**src/rtl/keypad_matrix_emulator.sv**
```systemverilog
// keypad_matrix_emulator
//   Device-side model of a 4x4 active-low matrix keypad. A keypad scanner
//   drives the row strobes and reads the column returns. Each requested key
//   change is turned into a bounce window in which the affected contact
//   follows a 16-bit LFSR. After the window the change is committed to the
//   clean key state. Only one key changes at a time, lowest index first.
//
// Ports
//   clk          in   1   system clock
//   RSTn         in   1   synchronous reset, active-low
//   key_req      in   16  requested key state, bit k = row k/4, col k%4, 1 = pressed
//   row          in   4   scanner row strobes, active-low
//   col          out  4   column returns, active-low, registered
//   key_settled  out  16  committed clean key state
//   busy         out  1   high while a transition is bouncing or committing
module keypad_matrix_emulator #(
  parameter int unsigned BOUNCE_CYC = 50000,
  parameter logic [15:0] LFSR_SEED  = 16'hACE1
) (
  input  logic        clk,
  input  logic        RSTn,
  input  logic [15:0] key_req,
  input  logic [3:0]  row,
  output logic [3:0]  col,
  output logic [15:0] key_settled,
  output logic        busy
);

  // An all-zero seed would lock the LFSR, so it is replaced by 1.
  localparam logic [15:0] SEED = (LFSR_SEED == 16'h0000) ? 16'h0001 : LFSR_SEED;
  localparam int unsigned CNT_W = (BOUNCE_CYC > 1) ? $clog2(BOUNCE_CYC) : 1;
  localparam logic [CNT_W-1:0] CNT_LOAD = (BOUNCE_CYC > 0) ? CNT_W'(BOUNCE_CYC - 1) : '0;

  typedef enum logic [1:0] {IDLE, BOUNCE, COMMIT} state_t;

  state_t            state;
  state_t            state_next;
  logic [15:0]       key_req_q;
  logic [15:0]       diff;
  logic [3:0]        low_idx;
  logic [3:0]        idx;
  logic              tgt;
  logic [CNT_W-1:0]  cnt;
  logic [15:0]       lfsr;
  logic [15:0]       lfsr_next;
  logic [15:0]       contact;
  logic [3:0]        col_next;

  assign diff = key_req_q ^ key_settled;

  // Taps 16,14,13,11: the feedback bit enters at bit 0 as the register shifts left.
  assign lfsr_next = {lfsr[14:0], lfsr[15] ^ lfsr[13] ^ lfsr[12] ^ lfsr[10]};

  // Lowest differing key index. The descending scan lets the lowest set bit win.
  always_comb begin
    low_idx = '0;
    for (int k = 15; k >= 0; k--) begin
      if (diff[k]) low_idx = 4'(k);
    end
  end

  // State register
  always_ff @(posedge clk) begin
    if (!RSTn) state <= IDLE;
    else       state <= state_next;
  end

  // Next-state logic. A zero-length bounce window goes straight to COMMIT.
  always_comb begin
    state_next = state;
    case (state)
      IDLE:    if (diff != '0) state_next = (BOUNCE_CYC == 0) ? COMMIT : BOUNCE;
      BOUNCE:  if (cnt == '0) state_next = COMMIT;
      COMMIT:  state_next = IDLE;
      default: state_next = IDLE;
    endcase
  end

  // Output logic. The bouncing contact follows the LFSR. All other contacts
  // show the committed state.
  always_comb begin
    busy    = (state != IDLE);
    contact = key_settled;
    if (state == BOUNCE) contact[idx] = lfsr[0];
  end

  // Ideal diode matrix. A column is pulled low by any pressed contact on any
  // selected row. Idle rows contribute nothing.
  always_comb begin
    col_next = 4'hF;
    for (int r = 0; r < 4; r++) begin
      for (int c = 0; c < 4; c++) begin
        if (!row[r] && contact[4*r+c]) col_next[c] = 1'b0;
      end
    end
  end

  // Datapath: request capture, transition latch, bounce timer, LFSR, commit,
  // and the registered column drive.
  always_ff @(posedge clk) begin
    if (!RSTn) begin
      key_req_q   <= '0;
      key_settled <= '0;
      lfsr        <= SEED;
      cnt         <= '0;
      idx         <= '0;
      tgt         <= 1'b0;
      col         <= 4'hF;
    end else begin
      key_req_q <= key_req;
      col       <= col_next;
      case (state)
        IDLE: begin
          if (diff != '0) begin
            idx <= low_idx;
            tgt <= key_req_q[low_idx];
            cnt <= CNT_LOAD;
          end
        end
        BOUNCE: begin
          lfsr <= lfsr_next;
          if (cnt != '0) cnt <= cnt - CNT_W'(1);
        end
        COMMIT:  key_settled[idx] <= tgt;
        default: ;
      endcase
    end
  end

endmodule

```
**config.mk**
```make
export PLATFORM = sky130hd
export DESIGN_NAME = keypad_matrix_emulator
export DESIGN_NICKNAME = d
export VERILOG_FILES = /design/src/rtl/keypad_matrix_emulator.sv
export SDC_FILE = /design/constraint.sdc
export NUM_CORES = 1
export LEC_CHECK = 0
export BUFFER_PORTS_ARGS = -buffer_cell sky130_fd_sc_hd__buf_2
export CAP_MARGIN = 10
export CORE_MARGIN = 2
export CORE_UTILIZATION = 58
export DETAILED_ROUTE_END_ITERATION = 6
export PLACE_DENSITY = 0.89
export SLEW_MARGIN = 20
export SYNTH_ARGS = -nofsm -noshare
export SYNTH_HDL_FRONTEND = slang
export SYNTH_SLANG_ARGS = --single-unit
```
**constraint.sdc**
```tcl
create_clock -name clk -period 2.4 [get_ports clk]
set_input_delay 0.36 -clock clk [delete_from_list [all_inputs] [get_ports clk]]
set_output_delay 0.36 -clock clk [all_outputs]
set_load 0.005 [all_outputs]
```
==> impl_metrics.toml <==
[synthesis]
syn_nets = 472
muxShareOfSynthArea = 0.0582
yosysUniqueCellTypes = 47
synth_simple_gate_area_share = 0.263
synth-seq-cells = 75
yosysWarnings = 0
synth_top_flop_cell = "dfxtp_1"
async_flop_share = 0
syn_area_per_cell_um2 = 8.42
syn_area_um2 = 3780
synth_compound_area_frac = 0.158
synth_seq_area_share = 0.397
synth_top_family_by_area = "simple AND/OR/NAND/NOR gates"
yosys.area_share.adder = 0.00331
syn_inst = 449
synthXorXnorAreaFrac = 0.0900
synth_edf_count = 0

[timing]
holdWs_ns = 0.218
slew_headroom = 0.591
worstMarginPinSlew_ns = 0.613
fin_crit_ns = 2.25
setup_tns_ns = 0
slew_violations = 0
skew_ns = 0.00495
rsz0062_at_grt = "no"
post-route-period-util = 0.936
clock.fmax_mhz = 445
setup_viol = 0
hold_violations = 0

[layout]
diodes = 0
fin_util = 0.682
final_nets = 513
stdcell_area_um2 = 4300
area_growth_pct = 13.8
finalNonFillerCells = 572
final_common_cell = "dfxtp_1"
drive_above_1_share = 0.160
final_cell_mix = "dfxtp_1, nand2_1, buf_2"

[detailed_routing]
avgRoutedWirePerCell_um = 15.5
drt_iter0_markers = 280
antenna_left = 0
wl_um = 8860
vias_per_cell = 5.94
firstDrtPassIters = 6
drc_errors = 0
vias = 3399

[clocking]
numCtsBuffers = 9
clk_pin_slew_ns = 0.08
clk_latency_ns = 0.34
holdBufCountCts = 0
cts_setup_buffers = 0
cts_resized = 0
clock_sinks = 75
cts_tree = "done"
h-tree-depth = 3
clockRootBuffer = "clkbuf_8"
clock_path_buffers = 2

[grt]
grt_use_total = 0.255
use_met1 = 0.337
antenna_found_initial = 0
grt_pass1_vias = 3156
grt_max_degree = 31
grt-ovfl-total = 0
grt_pass1_wl_um = 14800
busiest_layer = "met2"
met3_usage = 0.0442
use_met2 = 0.408

[pwr]
irDropWorstVdd_mv = 0.490
total_leakage_power_nw = 1.80
swShare = 0.269
comb_power_share = 0.150
power_density_nw_per_um2 = 672
switchingPower_mw = 0.779
p_seq_frac = 0.480
clkPwrFrac = 0.371
power.internal_mw = 2.12

[status]
status = "complete, no violations"

[worst_setup_path]
cp-end-kind = "flop"
required_ns = 2.66
arrival_ns = 2.51
path_class = "reg -> reg"
worstPathMaxFanout = 8
start_kind = "flop"

[placed_design]
place_congestion = 0.912
portBuffers = 42
dpl_cell_area_um2 = 4090
placed_cells = 556
dpl.hpwl_um = 6450

[run]
cap_violations = 0

[min_path]
hp-class = "in -> reg"

[die]
coreArea_um2 = 6310
die_h_um = 84.7
rows = 29
initial_utilization = 0.599
die-width_um = 84.7
io_pins = 43
die_area_um2 = 7180
area by class of cell:
class,instances,area (um^2)
inverters,6,22.5
multi-input cells,344,2160
flip-flops and latches,75,1500
fillers,507,2010
clock buffers,12,145
well taps,77,96.3
clock inverters,4,73.8
repair buffers,54,300
critical path, stage by stage, from the launching register on:
cell	delay (ns)
dfxtp_1	0.36
or4_4	0.59
nor4b_4	0.27
a41o_2	0.28
nand2_4	0.09
nand4_1	0.18
nor3_1	0.08
xnor2_1	0.12
a21boi_0	0.19
path summary, 6_finish.rpt:
path                            startpoint      endpoint  slack, ns  depth (start not counted)
worst min-delay path            key_req[9]  key_req_q[9]       0.22                          2
worst max register to register      cnt[9]       cnt[14]       0.15                          8
worst max-delay path                cnt[9]       cnt[14]       0.15                          8
worst min register to register     lfsr[8]       lfsr[8]       0.46                          2
per-layer routing:
metal | wire length, um | share of wire
met1 | 3800 | 0.43
met4 | 219 | 0.025
met3 | 626 | 0.071
met5 | 0 | 0
met2 | 4220 | 0.48
through the flow:
step,worst slack (ns),power [mW]
floorplan,0.372,1.72
global placement,0.307,1.82
detailed placement,0.164,1.84
CTS,0.150,2.90
global route,0.00929,3.02
finish,0.153,2.89
power groups by stage:
stage / clock [mW] / combinational [mW] / sequential, mW
2_1_floorplan: 0 / 0.344 / 1.38
3_3_place_gp: 0 / 0.414 / 1.41
3_5_place_dp: 0 / 0.425 / 1.41
4_1_cts: 1.08 / 0.431 / 1.39
5_1_grt: 1.14 / 0.479 / 1.40
6_report: 1.07 / 0.434 / 1.39
registers in the layout, indices dropped and copies added, names as in the netlist:
signal / cells
lfsr: 16
cnt: 16
idx: 4
key_req_q: 16
tgt: 1
col: 4
key_settled: 16
state: 2
synthesized netlist by cell type (2+ instances only):
cell type,n,area share
dfxtp_1,75,0.40
nand2_1,73,0.072
nand3_1,30,0.040
a21boi_0,25,0.050
xnor2_1,25,0.058
nor2_1,23,0.023
clkbuf_1,22,0.022
mux2i_1,22,0.058
and2_1,20,0.033
o21ai_0,20,0.026
xor2_1,12,0.028
a21oi_1,11,0.015
nor2b_1,11,0.018
nor3_1,9,0.012
o22ai_1,9,0.015
inv_1,6,0.0060
nand2b_1,6,0.0099
nand4_1,6,0.0099
and4_1,3,0.0070
nor4_1,3,0.0050
o211a_1,3,0.0079
o211ai_1,3,0.0060
or3_1,3,0.0050
a211oi_1,2,0.0040
a21boi_1,2,0.0040
a31oi_1,2,0.0033
buf_2,2,0.0026
or4_1,2,0.0040
kinds of logic (layout without fill, tap and decap cells):
logic type	count (synthesis)	count (layout)
simple gates	197	197
compound gates	86	86
flops	75	75
xor+xnor	38	38
buf+inv	30	76
mux	22	22
fa+ha+maj	1	1
No activity file was read; power rests on OpenSTA's default activity.
